===== src/rtl/packet_stream_reader.sv =====
// Reads packets word by word out of a packet_buffer read slot and streams them as
// valid/ready beats with byte keep and last. Illegal-size packets are acked and dropped.
module packet_stream_reader #(
   parameter int data_width_p = 64,
   parameter int els_p = 2048,
   localparam int addr_width_lp = $clog2(els_p),
   localparam int size_width_lp = $clog2(els_p+1),
   localparam int bytes_lp = data_width_p/8
) (
   input  logic                     clk_i,
   input  logic                     reset_i,
   input  logic                     packet_avail_i,
   input  logic [size_width_lp-1:0] packet_rsize_i,
   output logic                     packet_ack_o,
   output logic                     packet_rvalid_o,
   output logic [addr_width_lp-1:0] packet_raddr_o,
   input  logic [data_width_p-1:0]  packet_rdata_i,
   output logic                     tx_valid_o,
   output logic [data_width_p-1:0]  tx_data_o,
   output logic [bytes_lp-1:0]      tx_keep_o,
   output logic                     tx_last_o,
   input  logic                     tx_ready_i,
   output logic                     drop_o
);

   localparam int lg_bytes_lp = $clog2(bytes_lp);

   if (data_width_p != 32 && data_width_p != 64) begin : g_bad_width
      $error("packet_stream_reader: data_width_p must be 32 or 64");
   end

   typedef enum logic [1:0] {ST_IDLE, ST_STREAM, ST_DONE} state_e;

   state_e                   state_r, state_n;
   logic [size_width_lp-1:0] words_r, issued_r, pushed_r;
   logic [lg_bytes_lp-1:0]   rem_r;
   logic [addr_width_lp-1:0] raddr_r;
   logic                     inflight_r;

   logic [data_width_p-1:0]  fifo_data_r [3];
   logic [2:0]               fifo_last_r;
   logic [1:0]               rd_ptr_r, wr_ptr_r, count_r;

   logic                     size_ok, start, issue, push, pop, head_last;
   logic [size_width_lp:0]   round_up;
   logic [size_width_lp-1:0] words_in;
   logic [bytes_lp-1:0]      keep_last;

   assign size_ok  = (packet_rsize_i != '0) &&
                     (packet_rsize_i <= size_width_lp'(els_p));
   assign round_up = {1'b0, packet_rsize_i} + (size_width_lp+1)'(bytes_lp-1);
   assign words_in = size_width_lp'(round_up >> lg_bytes_lp);

   // The issue window counts words already in the FIFO plus the one still in the RAM pipe.
   assign issue = (state_r == ST_STREAM) && (issued_r < words_r) &&
                  (({1'b0, count_r} + {2'b00, inflight_r}) < 3'd3);
   assign push  = inflight_r;
   assign pop   = tx_valid_o && tx_ready_i;
   assign head_last = fifo_last_r[rd_ptr_r];

   always_comb begin
      state_n      = state_r;
      packet_ack_o = 1'b0;
      drop_o       = 1'b0;
      start        = 1'b0;
      case (state_r)
         ST_IDLE: begin
            if (packet_avail_i) begin
               if (!size_ok) begin
                  packet_ack_o = 1'b1;
                  drop_o       = 1'b1;
               end else begin
                  start   = 1'b1;
                  state_n = ST_STREAM;
               end
            end
         end
         ST_STREAM: begin
            if (pop && head_last) state_n = ST_DONE;
         end
         ST_DONE: begin
            packet_ack_o = 1'b1;
            state_n      = ST_IDLE;
         end
         default: state_n = ST_IDLE;
      endcase
   end

   always_ff @(posedge clk_i) begin
      if (reset_i) begin
         state_r    <= ST_IDLE;
         words_r    <= '0;
         issued_r   <= '0;
         pushed_r   <= '0;
         rem_r      <= '0;
         raddr_r    <= '0;
         inflight_r <= 1'b0;
      end else begin
         state_r    <= state_n;
         inflight_r <= issue;
         if (start) begin
            words_r  <= words_in;
            rem_r    <= packet_rsize_i[lg_bytes_lp-1:0];
            issued_r <= '0;
            pushed_r <= '0;
            raddr_r  <= '0;
         end else begin
            if (issue) begin
               issued_r <= issued_r + size_width_lp'(1);
               // Hold the address on the final word so it never runs past the slot.
               if ((issued_r + size_width_lp'(1)) < words_r)
                  raddr_r <= raddr_r + addr_width_lp'(bytes_lp);
            end
            if (push) pushed_r <= pushed_r + size_width_lp'(1);
         end
      end
   end

   always_ff @(posedge clk_i) begin
      if (reset_i) begin
         rd_ptr_r <= '0;
         wr_ptr_r <= '0;
         count_r  <= '0;
      end else begin
         if (push) wr_ptr_r <= (wr_ptr_r == 2'd2) ? 2'd0 : wr_ptr_r + 2'd1;
         if (pop)  rd_ptr_r <= (rd_ptr_r == 2'd2) ? 2'd0 : rd_ptr_r + 2'd1;
         count_r <= count_r + {1'b0, push} - {1'b0, pop};
      end
   end

   always_ff @(posedge clk_i) begin
      if (push) begin
         fifo_data_r[wr_ptr_r] <= packet_rdata_i;
         fifo_last_r[wr_ptr_r] <= (pushed_r == (words_r - size_width_lp'(1)));
      end
   end

   assign keep_last       = ~({bytes_lp{1'b1}} << rem_r);
   assign packet_rvalid_o = issue;
   assign packet_raddr_o  = raddr_r;
   assign tx_valid_o      = (count_r != 2'd0);
   assign tx_data_o       = fifo_data_r[rd_ptr_r];
   assign tx_last_o       = tx_valid_o && head_last;
   assign tx_keep_o       = (head_last && (rem_r != '0)) ? keep_last : {bytes_lp{1'b1}};

   assert property (@(posedge clk_i) disable iff (reset_i)
                    (state_r == ST_STREAM) |-> packet_avail_i)
      else $error("packet_avail_i dropped while streaming");
   assert property (@(posedge clk_i) disable iff (reset_i) push |-> (count_r != 2'd3))
      else $error("output FIFO overflow");
   assert property (@(posedge clk_i) disable iff (reset_i) pop |-> (count_r != 2'd0))
      else $error("output FIFO pop while empty");

endmodule


===== config.mk =====
export PLATFORM = sky130hd
export DESIGN_NAME = packet_stream_reader
export DESIGN_NICKNAME = d
export VERILOG_FILES = /design/src/rtl/packet_stream_reader.sv
export SDC_FILE = /design/constraint.sdc
export NUM_CORES = 1
export LEC_CHECK = 0
export ABC_CLOCK_PERIOD_IN_PS = 15400
export BUFFER_PORTS_ARGS = -buffer_cell sky130_fd_sc_hd__buf_2
export CORE_UTILIZATION = 48
export DETAILED_ROUTE_END_ITERATION = 12
export PLACE_DENSITY_LB_ADDON = 0.15
export SLEW_MARGIN = 0
export SYNTH_ARGS = -nofsm -noshare
export SYNTH_HDL_FRONTEND = slang
export SYNTH_SLANG_ARGS = --single-unit
export TNS_END_PERCENT = 30

===== constraint.sdc =====
create_clock -name clk_i -period 15.4 [get_ports clk_i]
set_clock_uncertainty 0.1 [all_clocks]
set_input_delay 0.77 -clock clk_i [delete_from_list [all_inputs] [get_ports clk_i]]
set_output_delay 0.77 -clock clk_i [all_outputs]
set_load 0.01 [all_outputs]

==> results of run 1 <==
## logic make-up (layout without fill, tap and decap cells)
kind of cell,count (synthesis),in the layout,synth area share
compound gates,141,141,0.0790
xor+xnor,48,48,0.0392
fa+ha+maj,26,26,0.0303
buf+inv,62,242,0.0258
flops,251,251,0.650
mux,70,70,0.0653
other cells,2,7,0.000700
simple gates,235,235,0.109
## sequential cells by signal, summed over array words and instances, names as in the netlist, named ones only
name and cells:
fifo_last_r 3, words_r 10, packet_raddr_o 8, state_r 2, rem_r 3, inflight_r 1
issued_r 12, fifo_data_r 192, count_r 2, wr_ptr_r 2, pushed_r 12, rd_ptr_r 2
## cell type report
type                            instances  area, µm²  area share
Sequential cell                       251       6980       0.552
Multi-Input combinational cell        524       3500       0.277
Timing Repair Buffer                  170        868      0.0686
Clock buffer                           32        694      0.0548
Tap cell                              280        350      0.0277
Clock inverter                         18        171      0.0135
Inverter                               22       82.6     0.00652
Antenna cell                            3       7.51    0.000593
## per-layer routing
layer	vias up	wire length, µm
met5	-	0
met4	0	314
met3	24	1200
met2	149	9660
met1	3191	9410
li1	3393	-
## final timing paths
check,to,slack [ns],startpoint,cells past startpoint
max,packet_rvalid_o,11.69,words_r[5]$_SDFFE_PP0P_,8
min reg2reg,packet_raddr_o[9]$_SDFFE_PP0P_,0.39,packet_raddr_o[9]$_SDFFE_PP0P_,2
min,fifo_data_r[2][18]$_DFFE_PP_,0.34,packet_rdata_i[18],1
max reg2reg,packet_raddr_o[6]$_SDFFE_PP0P_,11.99,issued_r[0]$_SDFFE_PP0P_,11
## worst max-delay path, delay by kind of cell (launching register included)
| family | cells | cell delay [ns] |
|---|---|---|
| AND/OR/NAND/NOR | 1 | 0.17 |
| buffers and inverters | 3 | 0.48 |
| adder cells (fa/ha/maj) | 1 | 0.30 |
| flip-flops | 1 | 0.50 |
| AO/OA/AOI/OAI | 3 | 0.86 |
## stage by stage
step           hold slack [ns]  worst slack (ns)  total power (µW)  area (µm²)  utilization
6_report                 0.342             11.69              1580       12700        0.578
3_3_place_gp             0.371             12.03               971       11800        0.538
5_1_grt                  0.319             11.44              1650       12700        0.578
3_5_place_dp             0.383             11.99               973       11800        0.538
2_1_floorplan            0.366              9.49               900       10700            -
4_1_cts                  0.323             11.65              1600       12700        0.578
## cell usage in the layout (no fill, tap or decap), drive strengths merged, types with 4 or more instances in the layout
cell and n:
nand2 103, inv 23, o211ai 9, clkinv 12, nand4 7, ha 26
buf 170, nor3 14, dfxtp 56, or3 9, nor4b 5, and2 4
clkbuf 32, conb 4, and3 4, mux2i 70, a211oi 8, or4 4
edfxtp 195, or2 7, a21oi 20, o21a 8, xor2 25, nor2 49
o21ai 74, nand3 11, xnor2 23, and4 7
## power by group through the flow
stage | Sequential [µW] | Combinational (µW) | Clock (µW)
finish | 759 | 197 | 624
global route | 761 | 222 | 668
CTS | 759 | 200 | 640
detailed placement | 773 | 200 | 0
global placement | 773 | 198 | 0
floorplan | 767 | 133 | 0
==> metrics.cfg, run 1 <==
[power]
power_density_mw_per_mm2=125
p_switching_uw=378
clockPowerShare=0.395
leakage_uw=0.00451
seqPwrFrac=0.480
p_comb_frac=0.124
vdd_ir_drop_max_v=0.0000748
power_switching_share=0.239
p_int_uw=1200

[layout]
area_delta_synth_final_pct=18.0
nets=1102
fill_cells=1834
layout-drive-gt1-share=0.226
fin_cells=1300

[drt]
via_count=6757
drtIter0Drc=279
wl_mm=20.6
final_antenna_net_count=0
via_per_inst=5.20
dr.pass1.iters=5
drc=0
avgRoutedWirePerCell_um=15.8

[synthesis]
synthTopCellsByCount=edfxtp_1 (195), nand2_1 (103), o21ai_0 (73)
synth-edff-count=195
async_flop_share=0
synth_area_leaders=edfxtp_1 (55%), dfxtp_1 (10%), mux2i_1 (6.5%), nand2_1 (3.6%), o21ai_0 (3.4%)
ys_warn_count=0
synth.largest_area_cell=edfxtp_1
synth_ff_type=edfxtp_1
synth_seq_cells=251
syn-cell-area_mm2=0.0107
synth_cell_types=60
synthMostInstantiatedCell=edfxtp_1
syn-instance-count=835
yosysTopAreaCellShare=0.546
seq_area_frac_synth=0.650
syn_area_per_cell_um2=12.8

[worst_setup_path]
crit_fanout=8
cp_common_cell=inv_1
cp_data_arrival_time_ns=2.84
end_kind=primary output
crit_chain=inv_1, ha_1, and3_1, a221oi_1, o21a_1, o21ai_1, inv_1, buf_2
required_ns=14.53
slowest_stage=dfxtp_1
worstSetupStartpointType=flip-flop
critical_path.max_stage_delay_ns=0.50
critPathKind=reg2out

[grt]
busiest_layer=met2
grt_pass1_wl_mm=32.1
grt_start_max_net_pins=105
track_usage=0.179
grt_pass1_vias=6394
antenna_found_initial=2
use_met2=0.298
grt_use_met1=0.239
met3_usage=0.0323
grt_overflow=0

[floorplanning]
coreArea_mm2=0.0219
start_util=0.490
fp-row-count=54
dieArea_mm2=0.0230
ioPinCount=168
dieHeight_um=151
die_w_um=151

[placement]
port_buffers=163
gp_congestion=0.803
placed_cells=1247
dpl.hpwl_mm=13.1

[clocking]
clock_tree.buffer_depth=3
cts_root_buf=clkbuf_16
path_clk_slew_ns=0.06
cts_resized=0
cts_buffers=27
cts_tree=built
htreeDepth=1
post_cts_buffers=0
clock-sinks=251
cts_hold_repair.buffers=0
clkLatencyLatePin_ns=0.52

[run_status]
outcome=complete, no violations

[timing]
fin_crit_sh=0.241
tns_ns=0
slew_headroom=0.318
hold_violations=0
max_freq_mhz=270
finalSetupViolCount=0
tightest_slew_ns=1.02
period_needed_ns=3.71
grt_setup_unrepaired=no
maxSlewViolCount=0

[flow_run]
maxCapViolCount=0

[worst_hold_path]
min_path_type=in2reg

No activity file was read; power rests on OpenSTA's default activity.
==> inputs of run 2 (changes only) <==
ABC_CLOCK_PERIOD_IN_PS = 3200   (was 15400)
clock period = 3.2 ns   (was 15.4 ns; I/O delays follow)
==> run 2 against run 1 <==
Core utilization increased by 5.4 points. Register-to-register slack got worse by 12 ns. Via count increased by 5.8%. First-iteration DRC count increased by 6.1%. Worst hold slack got worse by 0.061 ns. Total power increased to 5.1 times the previous value.
==> metrics.cfg, run 2 (synthesized netlist as in run 1, its figures left out) <==
[layout]
area_delta_synth_final_pct=29.0
largest_reg_flops=192
largest_register=fifo_data_r
fin_cells=1399
nets=1205
largestRegisters=fifo_data_r: 192 flops, issued_r: 12 flops, pushed_r: 12 flops
final_common_cell=edfxtp_1
mostFrequentLayoutCells=edfxtp_1 (195), buf_2 (163), nand2_1 (102), dlygate4sd3_1 (87), o21ai_0 (73)
diodes=0
layout-drive-gt1-share=0.227
fill_cells=1746

[grt]
grt_pass1_vias=6842
grt_pass1_wl_mm=33.9
grt_overflow=0
antenna_found_initial=0
grt_start_max_net_pins=73
track_usage=0.187

[clocking]
clock-sinks=251
clkLatencyLatePin_ns=0.52
clock_tree.buffer_depth=3
htreeDepth=1
cts_buffers=27
cts_tree=built
cts_root_buf=clkbuf_16
path_clk_slew_ns=0.06

[drt]
wl_mm=21.9
drc=0
avgRoutedWirePerCell_um=15.6
drtIter0Drc=296
dr.pass1.iters=4
via_count=7148
final_antenna_net_count=0
via_per_inst=5.11

[timing]
hold_violations=0
worst_slack_ns=0.0533
finalSetupViolCount=0
slew_headroom=0.571
tightest_slew_ns=0.641
maxSlewViolCount=0
max_freq_mhz=318
period_needed_ns=3.15
grt_setup_unrepaired=yes
tns_ns=0
fin_crit_sh=0.983

[placement]
gp_congestion=0.857
dpl.hpwl_mm=13.6
port_buffers=163
placed_cells=1260
pre_cts_slack_ns=-0.0275

[worst_setup_path]
critPathKind=reg2reg
end_kind=flip-flop
required_ns=3.55
worstSetupStartpointType=flip-flop
cp_data_arrival_time_ns=3.50
crit_fanout=10

[power]
power_density_mw_per_mm2=577
leakage_uw=0.00502
vdd_ir_drop_max_v=0.000354

[floorplanning]
dieHeight_um=151
die_w_um=151
dieArea_mm2=0.0230
ioPinCount=168
fp-row-count=54
coreArea_mm2=0.0219
start_util=0.490

[flow_run]
maxCapViolCount=0

[run_status]
outcome=complete, no violations

[worst_hold_path]
min_path_type=in2reg

## run 2: cell types whose count changed in the layout (fill, tap and decap cells not counted), moves of 2 or more
cell and delta:
dlygate4sd3_1 +87, buf_4 +11, clkinv_2 -9, buf_12 +5
diode_2 -3, bufinv_16 +2, clkbuf_8 +2, clkinv_1 +2
dfxtp_1 -2, dfxtp_2 +2, nor3_1 -2
## run 2: area by class of cell
| type | instances | area (µm²) | share of cell area |
|---|---|---|---|
| clock inverter | 13 | 195 | 0.0141 |
| multi-input combinational | 524 | 3550 | 0.257 |
| inverter | 22 | 82.6 | 0.00597 |
| timing repair buffer | 273 | 1920 | 0.139 |
| tap | 280 | 350 | 0.0253 |
| sequential | 251 | 6990 | 0.505 |
| clock buffer | 36 | 751 | 0.0543 |
## run 2: per-layer routing
layer / routed length (µm) / global-route usage / vias to the layer above
li1: - / - / 3599
met1: 9430 / 0.236 / 3377
met2: 11000 / 0.334 / 147
met3: 1090 / 0.0287 / 25
met4: 335 / 0.0495 / 0
met5: 0 / 0 / -
## run 2: final timing paths
check	startpoint	to	slack, ns	cells after the start
worst min-delay path	packet_rdata_i[59]	fifo_data_r[0][59]$_DFFE_PP_	0.28	2
worst min register to register	packet_raddr_o[9]$_SDFFE_PP0P_	packet_raddr_o[9]$_SDFFE_PP0P_	0.40	2
worst max-delay path	issued_r[0]$_SDFFE_PP0P_	packet_raddr_o[6]$_SDFFE_PP0P_	0.05	13
worst max register to register	issued_r[0]$_SDFFE_PP0P_	packet_raddr_o[6]$_SDFFE_PP0P_	0.05	13
## run 2: worst max-delay path, cell delays in order, from the launching register on
cell      delay, ns
dfxtp_2        0.34
buf_4          0.13
nand4_1        0.13
nor2_2         0.20
nand2_2        0.11
xnor2_2        0.15
ha_1           0.29
a21oi_1        0.18
o221ai_1       0.17
a221oi_2       0.30
o211ai_1       0.17
buf_4          0.20
or4_1          0.49
a21oi_2        0.14
## run 2: power breakdown
part / switching, µW / total (µW) / internal [µW]
logic: 542 / 1040 / 502
registers: 95.6 / 3680 / 3590
clock network: 1210 / 3260 / 2050
## run 2: through the flow
step / hold WS [ns] / total power, µW / utilization / area [µm²]
3_5_place_dp: 0.263 / 4700 / 0.546 / 12000
5_1_grt: 0.273 / 8310 / 0.632 / 13800
6_report: 0.281 / 7980 / 0.632 / 13800
2_1_floorplan: 0.132 / 4330 / - / 10700
3_3_place_gp: 0.261 / 4690 / 0.546 / 12000
4_1_cts: 0.256 / 8060 / 0.629 / 13800
## run 2: repair_timing
| item | CTS | global route |
|---|---|---|
| pin swaps | 0 | 5 |
| hold buffers | 87 | 0 |
| setup endpoints to repair | 3 | 7 |
| endpoints found under the hold margin | 213 | 0 |
| gates cloned | 0 | 0 |
| buffers inserted | 0 | 3 |
| resized for setup | 2 | 10 |
==> inputs of run 3 (changes only) <==
BUFFER_PORTS_ARGS = default   (was -buffer_cell sky130_fd_sc_hd__buf_2)
CORE_MARGIN = 10   (was default)
DONT_BUFFER_PORTS = 1   (was default)
==> run 3 against run 2 <==
Critical path depth is 5 lower. Global-route usage is 3.1 points lower. Sequential power hardly changed. Combinational power is 13% lower. Worst hold slack worse by 0.24 ns. Largest cell class unchanged.
==> metrics.cfg, run 3 (synthesized netlist as in run 1, its figures left out) <==
[drt]
final_antenna_net_count=0
via_per_inst=5.42
wl_met2_mm=11.7
drtIter0Drc=349
routed.top_layer=met4
avgRoutedWirePerCell_um=18.9
via_count=6763
routed-wl-met3_mm=1.61
dr.pass1.iters=4
drt-met1-wl_mm=9.79
wl_mm=23.6
drc=0

[clocking]
clock_tree.buffer_depth=3
htreeDepth=1
cts_tree=built
clkLatencyLatePin_ns=0.51
path_clk_slew_ns=0.06
cts_root_buf=clkbuf_16
clock-sinks=251
cts_buffers=26

[floorplanning]
ioPinCount=168
coreArea_mm2=0.0219
fp-row-count=54
die_w_um=169
dieArea_mm2=0.0287
dieHeight_um=169
start_util=0.490

[timing]
maxSlewViolCount=0
hold_violations=0
finalSetupViolCount=0
fin_hold_ws_ns=0.0429
tightest_slew_ns=0.830
slew_headroom=0.445
fin_crit_sh=0.956
max_freq_mhz=327
period_needed_ns=3.06

[worst_setup_path]
required_ns=2.94
endpoint=packet_rvalid_o
startpoint=words_r[6]$_SDFFE_PP0P_
critPathKind=reg2out
cp_data_arrival_time_ns=2.80
worstSetupStartpointType=flip-flop
reg2reg_to=packet_raddr_o[6]$_SDFFE_PP0P_
end_kind=primary output
timing.rr.start=issued_r[0]$_SDFFE_PP0P_
ff2ff_path_depth=13
crit_fanout=7
r2r_setup_slack_ns=0.19

[layout]
largest_reg_flops=192
fin_area_mm2=0.0130
final_common_cell=edfxtp_1
layout-drive-gt1-share=0.103
largest_register=fifo_data_r
fill_cells=1739
nets=1053
area_delta_synth_final_pct=21.4
largestRegisters=fifo_data_r: 192 flops, issued_r: 12 flops, pushed_r: 12 flops
fin_cells=1248
mostFrequentLayoutCells=edfxtp_1 (195), nand2_1 (102), dlygate4sd3_1 (89), o21ai_0 (73), mux2i_1 (70)

[grt]
antenna_found_initial=0
track_usage=0.156
grt_start_max_net_pins=129
grt_pass1_wl_mm=36.7
grt_pass1_vias=6892
grt_overflow=0

[power]
vdd_ir_drop_max_v=0.000390
leakage_uw=0.00437
power_density_mw_per_mm2=574

[placement]
dpl.hpwl_mm=15.9
gp_congestion=0.865
placed_cells=1107
placed_cell_area_mm2=0.0112
port_buffers=0

[worst_hold_path]
min_path_type=in2reg
hp-start=reset_i

[run_status]
outcome=complete, no violations

[flow_run]
maxCapViolCount=0

-- run 3: changes by cell type in the layout (fill, tap and decap cells not counted), sizes merged --
cell	change
buf	-153
bufinv	-3
clkinvlp	+3
clkinv	-2
dlygate4sd3	+2
diode	+1
inv	+1
-- run 3: metal layers --
layer,track usage,vias up
li1,-,3283
met2,0.268,198
met4,0.0435,0
met1,0.192,3243
met3,0.0394,39
met5,0,-
-- run 3: timing repair --
action	in CTS	in global routing
endpoints found under the setup margin	2	9
resized for setup	0	16
hold buffers	89	0
pin swaps	1	3
buffers inserted	2	1
hold endpoints to repair	222	0
-- run 3: critical path, cell delays in order (launching register included) --
cell and delay, ns:
dfxtp_1 0.52, inv_1 0.15, ha_1 0.33, and3_1 0.20, a221oi_1 0.31, o21a_1 0.24, buf_4 0.19, o21ai_2 0.13
inv_1 0.23
-- run 3: final cells by class --
class	instances	area [µm²]	area share
antenna	1	2.50	0.000192
timing repair buffer	122	1200	0.0922
inverter	22	82.6	0.00634
clock buffer	36	709	0.0545
clock inverter	12	124	0.00951
multi-input combinational	524	3570	0.274
sequential	251	6990	0.537
tap	280	350	0.0269
-- run 3: worst min-delay path by stage --
stage / to / slack (ns) / cells past startpoint
after global routing: packet_raddr_o[6]$_SDFFE_PP0P_ / 0.07 / 2
after CTS: packet_raddr_o[6]$_SDFFE_PP0P_ / 0.03 / 2
after global placement: rem_r[1]$_SDFFE_PP0P_ / 0.14 / 1
after detailed placement: rem_r[1]$_SDFFE_PP0P_ / 0.14 / 1
final: issued_r[1]$_SDFFE_PP0P_ / 0.04 / 2
after floorplan: count_r[0]$_SDFF_PP0_ / 0.13 / 1
-- run 3: power by group --
group	internal, µW	leakage, µW	switching [µW]	total [µW]
logic	378	0.00176	529	907
clock network	1720	0.000390	1170	2890
registers	3590	0.00222	94.1	3680
-- run 3: stage by stage --
stage	util	power (µW)	setup WS [ns]	TNS, ns
after floorplan	-	4330	-0.822	-53.40
after global placement	0.512	4510	0.181	0
after detailed placement	0.512	4530	-0.0491	-0.0776
after CTS	0.592	7560	0.00772	0
after global routing	0.595	7820	-0.0155	-0.0155
final	0.595	7480	0.142	0
